--- src/rtl/hazard_fwd_unit.sv ---
// Hazard detection and operand forwarding for a five-stage pipeline with a
// multi-cycle mul/div unit (MDU).
//
// MDU FSM states
//   state | meaning
//   IDLE  | no mul/div in flight; a new op may issue from EX
//   BUSY  | mul/div in flight; cnt counts the remaining busy cycles down to 0
//
// Ports
//   clk, rst                        clock; synchronous active-high reset
//   rs_d, rt_d                      ID-stage source registers
//   rs_e, rt_e                      EX-stage source registers
//   wr_reg_e/m/w, reg_wr_e/m/w      destination registers and write enables
//   mem_to_reg_e/m                  load in EX / MEM
//   branch_d, branch_taken_d        branch in ID and its resolution
//   mdu_start_e, mdu_use_d          mul/div issue in EX; ID needs the MDU
//   alu_out_m, wb_data_w            forwarding sources
//   rs_data_e, rt_data_e            EX register-file operands
//   rs_fwd_e, rt_fwd_e              forwarded EX operands
//   fwd_rs_e, fwd_rt_e              EX select: 10 MEM, 01 WB, 00 register file
//   fwd_rs_d, fwd_rt_d              ID branch operand taken from alu_out_m
//   stall_f, stall_d, flush_d, flush_e
//   mdu_busy                        FSM is in BUSY
//   stall_cycles                    saturating count of stalled cycles
module hazard_fwd_unit #(
   parameter int DW      = 32,
   parameter int RW      = 5,
   parameter int MDU_LAT = 4
) (
   input  logic          clk,
   input  logic          rst,
   input  logic [RW-1:0] rs_d,
   input  logic [RW-1:0] rt_d,
   input  logic [RW-1:0] rs_e,
   input  logic [RW-1:0] rt_e,
   input  logic [RW-1:0] wr_reg_e,
   input  logic [RW-1:0] wr_reg_m,
   input  logic [RW-1:0] wr_reg_w,
   input  logic          reg_wr_e,
   input  logic          reg_wr_m,
   input  logic          reg_wr_w,
   input  logic          mem_to_reg_e,
   input  logic          mem_to_reg_m,
   input  logic          branch_d,
   input  logic          branch_taken_d,
   input  logic          mdu_start_e,
   input  logic          mdu_use_d,
   input  logic [DW-1:0] alu_out_m,
   input  logic [DW-1:0] wb_data_w,
   input  logic [DW-1:0] rs_data_e,
   input  logic [DW-1:0] rt_data_e,
   output logic [DW-1:0] rs_fwd_e,
   output logic [DW-1:0] rt_fwd_e,
   output logic [1:0]    fwd_rs_e,
   output logic [1:0]    fwd_rt_e,
   output logic          fwd_rs_d,
   output logic          fwd_rt_d,
   output logic          stall_f,
   output logic          stall_d,
   output logic          flush_d,
   output logic          flush_e,
   output logic          mdu_busy,
   output logic [15:0]   stall_cycles
);

   localparam logic [3:0] MDU_LOAD = 4'(MDU_LAT - 1);

   typedef enum logic {IDLE = 1'b0, BUSY = 1'b1} mdu_state_t;

   mdu_state_t state_q, state_d;
   logic [3:0] cnt_q, cnt_d;

   logic lu_stall, br_stall, mdu_stall, stall;
   logic ld_match_e, wr_match_e, ld_match_m;

   // MEM has priority over WB; r0 is never forwarded.
   function automatic logic [1:0] fwd_sel(input logic [RW-1:0] src,
                                          input logic          wr_m,
                                          input logic [RW-1:0] reg_m,
                                          input logic          wr_w,
                                          input logic [RW-1:0] reg_w);
      logic [1:0] sel;
      sel = 2'b00;
      if (wr_m && (reg_m != '0) && (reg_m == src))
         sel = 2'b10;
      else if (wr_w && (reg_w != '0) && (reg_w == src))
         sel = 2'b01;
      return sel;
   endfunction

   always_comb begin
      fwd_rs_e = fwd_sel(rs_e, reg_wr_m, wr_reg_m, reg_wr_w, wr_reg_w);
      fwd_rt_e = fwd_sel(rt_e, reg_wr_m, wr_reg_m, reg_wr_w, wr_reg_w);
   end

   always_comb begin
      case (fwd_rs_e)
         2'b10:   rs_fwd_e = alu_out_m;
         2'b01:   rs_fwd_e = wb_data_w;
         default: rs_fwd_e = rs_data_e;
      endcase
      case (fwd_rt_e)
         2'b10:   rt_fwd_e = alu_out_m;
         2'b01:   rt_fwd_e = wb_data_w;
         default: rt_fwd_e = rt_data_e;
      endcase
   end

   // A load result in MEM is not available yet, so only ALU results feed
   // the ID branch comparator.
   assign fwd_rs_d = (rs_d != '0) && (rs_d == wr_reg_m) && reg_wr_m && !mem_to_reg_m;
   assign fwd_rt_d = (rt_d != '0) && (rt_d == wr_reg_m) && reg_wr_m && !mem_to_reg_m;

   assign wr_match_e = reg_wr_e && (wr_reg_e != '0) &&
                       ((wr_reg_e == rs_d) || (wr_reg_e == rt_d));
   assign ld_match_e = wr_match_e && mem_to_reg_e;
   assign ld_match_m = mem_to_reg_m && (wr_reg_m != '0) &&
                       ((wr_reg_m == rs_d) || (wr_reg_m == rt_d));

   assign lu_stall  = ld_match_e;
   assign br_stall  = branch_d && (wr_match_e || ld_match_m);
   assign mdu_stall = mdu_use_d && (mdu_start_e || (state_q == BUSY));
   assign stall     = lu_stall || br_stall || mdu_stall;

   // Reset holds the pipeline in a flushed, non-stalled condition.
   assign stall_f  = rst ? 1'b0 : stall;
   assign stall_d  = rst ? 1'b0 : stall;
   assign flush_e  = rst ? 1'b1 : stall;
   assign flush_d  = rst ? 1'b1 : (branch_taken_d && !stall);
   assign mdu_busy = (state_q == BUSY);

   always_ff @(posedge clk) begin
      if (rst) begin
         state_q <= IDLE;
         cnt_q   <= 4'd0;
      end else begin
         state_q <= state_d;
         cnt_q   <= cnt_d;
      end
   end

   always_comb begin
      state_d = state_q;
      cnt_d   = cnt_q;
      case (state_q)
         IDLE: begin
            if (mdu_start_e) begin
               cnt_d   = MDU_LOAD;
               state_d = BUSY;
            end
         end
         BUSY: begin
            // New issues are ignored while an op is in flight.
            if (cnt_q != 4'd0)
               cnt_d = cnt_q - 4'd1;
            else
               state_d = IDLE;
         end
         default: begin
            state_d = IDLE;
            cnt_d   = 4'd0;
         end
      endcase
   end

   always_ff @(posedge clk) begin
      if (rst)
         stall_cycles <= 16'd0;
      else if (stall_f && (stall_cycles != 16'hFFFF))
         stall_cycles <= stall_cycles + 16'd1;
   end

endmodule

--- config.mk ---
export PLATFORM = sky130hd
export DESIGN_NAME = hazard_fwd_unit
export DESIGN_NICKNAME = d
export VERILOG_FILES = /design/src/rtl/hazard_fwd_unit.sv
export SDC_FILE = /design/constraint.sdc
export NUM_CORES = 1
export LEC_CHECK = 0
export CAP_MARGIN = 20
export CORE_AREA = 2 2 102 104
export DETAILED_ROUTE_END_ITERATION = 8
export DIE_AREA = 0 0 104 106
export DONT_BUFFER_PORTS = 1
export PLACE_DENSITY = 0.54
export SLEW_MARGIN = 20
export SYNTH_ARGS = -nofsm -noshare
export SYNTH_HDL_FRONTEND = slang
export SYNTH_SLANG_ARGS = --single-unit
--- constraint.sdc ---
create_clock -name clk -period 2 [get_ports clk]
set_clock_uncertainty 0.1 [all_clocks]
set_input_delay 0.2 -clock clk [delete_from_list [all_inputs] [get_ports clk]]
set_output_delay 0.2 -clock clk [all_outputs]
set_load 0.01 [all_outputs]
==> results.env <==
GRT_REMAINING_OVERFLOW=0
IOS=265
SETUP_VIOL_COUNT_FINAL=32
GR-USAGE-ALL-LAYERS_PCT=18.5
VIOLATIONS='setup timing'
WORSTPATHARRIVAL_NS=1.76
NUMPLACEDINSTANCES=616
MAX_CAP_VIOLATIONS=0
SYNTH_EDF_COUNT=0
AREA.GROWTH.SYNTH_TO_FINAL_PCT=37.2
CORE-AREA_UM2=10000
REMAINING_DRC_ERRORS=0
FINAL.SETUP.TNS_NS=-1.24
REG2REG_FROM='stall_cycles[6]'
DESIGN.DIE.AREA_UM2=11000
PLACEMENT.IO_BUFFERS=0
MULTI_INPUT_COMBINATIONAL_CELL_AREA_UM2=2560
CHIPHEIGHT_UM=106
HOLD_START='mdu_start_e'
SYN-NUM-NETS=599
RSZ0062_AT_GRT='true'
MAX-CLOCK-PATH-BUFFERS=2
AVGVIACOUNTPERCELL=5.40
DELAY_OF_THE_SLOWEST_CELL_ON_THE_WORST_PATH_NS=0.53
TIMING_HOLD_VIOLATIONS_FINAL=0
SYNTHESIS.AREA_PER_INSTANCE_UM2=7.11
SYNTHESIS.AREA_UM2=3010
FINAL_DESIGN_AREA_NO_FILL_UM2=4130
NUM_VIAS=3409
PERIOD_NEEDED_NS=2.06
SETUP.WORST_PATH.START='wr_reg_w[4]'
NUMBER_OF_GLOBAL_ROUTE_VIAS_BEFORE_REPAIR=3397
CRIT_CHAIN='or4_4 > o21ai_4 > buf_6 > nor3_4 > buf_12 > buf_6 > mux2i_1 > o21ai_1 > buf_4'
FINALNONFILLERCELLS=631
CRITICAL_PATH_CELL_COUNT=9
SYNTHMOSTINSTANTIATEDCELL='sky130_fd_sc_hd__mux2i_1'
TIMING.FINAL.MAX_SLEW_VIOLATIONS=0
WORST-PATH-BUF-INV=4
CRITICAL_PATH_CAPTURE_POINT_TYPE='output pin'
DRT_PASS1_ITERATIONS=4
DRT_ITER0_DRC=143
NETLIST.TOP_CELL.BY_AREA='sky130_fd_sc_hd__mux2i_1'
POSTROUTEANTENNANETS=0
PLACEDINSTANCEAREA_UM2=3740
CLK_PIN_SLEW_NS=0.08
PEAKVDDDROP_mV=0.182
ASYNCSETRESETFLOPFRACSYNTH_PCT=0
CRIT_FAMILY='simple AND/OR/NAND/NOR gates'
PLACEMENT.SETUP.WORST_SLACK_NS=-0.395
SYNTH_SEQ_CELLS=21
OUTCOME='complete, but fails checks'
RANKING_OF_SYNTHESIZED_CELLS_BY_INSTANCE_COUNT='66 x sky130_fd_sc_hd__mux2i_1, 49 x sky130_fd_sc_hd__nor2_1, 45 x sky130_fd_sc_hd__a21oi_1'
START_UTIL_PCT=30.1
R2R.WORST_PATH.CELLS=8
NNETSFINAL=672
LEAST_MARGIN_PIN_SLEW_NS=0.858
MAXIMUM_NUMBER_OF_PINS_ON_ONE_NET_BEFORE_GLOBAL_ROUTE_REPAIR=67
WORST_HOLD_PATH_TYPE='input port to flop'
FIN_TOTAL_PWR_mW=1.33
FINAL.SETUP.WORST_SLACK_NS=-0.0639
TOTAL_LEAKAGE_POWER_nW=1.44
POSTSYNTHCELLCOUNT=423
CLOCK_SINKS=21
YS.WARNINGS.COUNT=0
CRITICAL_PATH_CLASS='input port to output pin'
CTSROOTBUFFERMASTER='sky130_fd_sc_hd__clkbuf_8'
POWER-PER-CELL-AREA_nW_PER_UM2=324
NETLIST_TOP_CELLS_AREA='sky130_fd_sc_hd__mux2i_1 22%, sky130_fd_sc_hd__dfxtp_1 14%, sky130_fd_sc_hd__xor2_1 7.6%'
FF2FF_SETUP_SLACK_NS=0.09
ROUTED_WL_UM=11100
DIE_W_UM=104
GLOBAL_ROUTE_WIRE_LENGTH_BEFORE_REPAIR_UM=17100
YOSYSSEQAREASHARE_PCT=14.0
DRIVE_GT1_SHARE_PCT=30.3
DIODES=0
LATER_PIN_CLOCK_LATENCY_IN_THE_SKEW_REPORT_NS=0.26
NFILLCELLS=1047
FINAL-SEQ-AREA_UM2=422
CRITICAL_PATH.ENDPOINT='rs_fwd_e[1]'
POST_SYNTH_NUM_CELL_TYPES=47
PERIOD_SHARE_PCT=103
CRITICAL_PATH.REG2REG.ENDPOINT='stall_cycles[5]'
CRITICAL_PATH.MAX_FANOUT=12
CP.REQUIRED_NS=1.70
TRITONCTS='yes'
ACHIEVABLE-FREQUENCY_MHz=485
CPMAXSTAGEDELAYCELL='sky130_fd_sc_hd__or4_4'
CP-START-KIND='input port'
GRT_ANTENNA_BEFORE_REPAIR=0
GP_CONGESTION=0.864
MAX_SLEW_MARGIN_PCT=42.6
SYNTH_LARGEST_TYPE_AREA_FRACTION_PCT=22.0
ROUTE.DETAILED.WL_PER_INST_UM=17.6
ROWS=37
CRIT_TOP_CELL='sky130_fd_sc_hd__buf_6'
PLACE.DETAILED.HPWL_UM=8910
CTS_BUFFERS=3
SYNTHFLOPTYPE='sky130_fd_sc_hd__dfxtp_1'
HTREEDEPTH=1
-- through the flow --
step           util (%)  hold WS, ns
6_report           41.3       0.0530
5_1_grt            41.3       0.0488
4_1_cts            39.7       0.0344
3_5_place_dp       37.4        0.168
3_3_place_gp       37.4        0.168
2_1_floorplan         -        0.296
-- layer usage --
metal	routed length, um	vias to the layer above	track usage, %
met5	0	-	0
met4	189	0	4.92
met3	832	11	4.17
met2	5770	145	33.9
met1	4340	1611	21.7
li1	-	1642	-
-- cell type report --
type	count	share of cell area (%)
Tap cell	136	4.12
Inverter	4	0.364
Multi-Input combinational cell	366	62.1
Clock buffer	3	1.00
Sequential cell	21	10.2
Timing Repair Buffer	100	22.0
Clock inverter	1	0.121
-- placed cells by master (no fill, tap or decap), types with 2 or more instances in the layout --
cell                        count
sky130_fd_sc_hd__buf_4         81
sky130_fd_sc_hd__mux2i_1       58
sky130_fd_sc_hd__nor2_1        49
sky130_fd_sc_hd__nand2_1       43
sky130_fd_sc_hd__o21ai_1       32
sky130_fd_sc_hd__a21oi_1       27
sky130_fd_sc_hd__xor2_1        26
sky130_fd_sc_hd__dfxtp_1       20
sky130_fd_sc_hd__a21oi_2       19
sky130_fd_sc_hd__xnor2_1       17
sky130_fd_sc_hd__nand3_1       12
sky130_fd_sc_hd__nor3_1        10
sky130_fd_sc_hd__buf_6         10
sky130_fd_sc_hd__mux2i_2        8
sky130_fd_sc_hd__o21ai_0        7
sky130_fd_sc_hd__or4_1          6
sky130_fd_sc_hd__o31ai_1        6
sky130_fd_sc_hd__or3_1          6
sky130_fd_sc_hd__buf_12         5
sky130_fd_sc_hd__inv_1          4
sky130_fd_sc_hd__or4_4          3
sky130_fd_sc_hd__nor3_4         3
sky130_fd_sc_hd__nand4_1        3
sky130_fd_sc_hd__clkbuf_8       3
sky130_fd_sc_hd__o21ai_4        2
sky130_fd_sc_hd__nand2b_1       2
sky130_fd_sc_hd__nor3_2         2
sky130_fd_sc_hd__nor2b_1        2
sky130_fd_sc_hd__ha_1           2
sky130_fd_sc_hd__clkbuf_16      2
-- power breakdown --
part / total (mW) / internal (mW) / switching, mW / leakage [nW]
combinational: 0.607 / 0.307 / 0.299 / 1.25
sequential: 0.444 / 0.433 / 0.0104 / 0.171
clock: 0.284 / 0.139 / 0.145 / 0.0255
-- worst reg2reg max path: cells and delay by family, from the launching register on --
kind | cells | cell delay (ns)
buf+inv | 1 | 0.16
compound gates | 2 | 0.24
simple gates | 5 | 1.02
flops | 1 | 0.31
-- logic make-up after synthesis --
logic type                 Yosys count  synth area share [%]
muxes                               67                  22.3
AOI/OAI and AO/OA                  101                  19.0
adders and majority gates            2                 0.832
buffers and inverters               36                  6.66
xor gates and xnor gates            43                  12.5
and+or+nand+nor                    153                  24.7
DFF                                 21                  14.0
-- worst min path at each step --
stage	end	slack, ns	cells past startpoint
6_report	cnt_q[3]	0.05	2
2_1_floorplan	cnt_q[3]	0.30	2
5_1_grt	cnt_q[3]	0.05	2
3_3_place_gp	stall_cycles[3]	0.17	1
4_1_cts	cnt_q[3]	0.03	2
3_5_place_dp	stall_cycles[3]	0.17	1
-- sequential cells by signal, summed over array words and instances (netlist names) --
name	flops
cnt_q	4
mdu_busy	1
stall_cycles	16
-- what timing repair did --
action                     in CTS  in global routing
setup endpoints to repair      64                 73
gates resized for setup        57                 22
hold buffers                    1                  0
pin swaps                      16                 18
cloned                          1                  2
setup buffers                   8                  3
hold endpoints to repair       20                  0
Note: power is estimated with default switching activity, not from simulation.
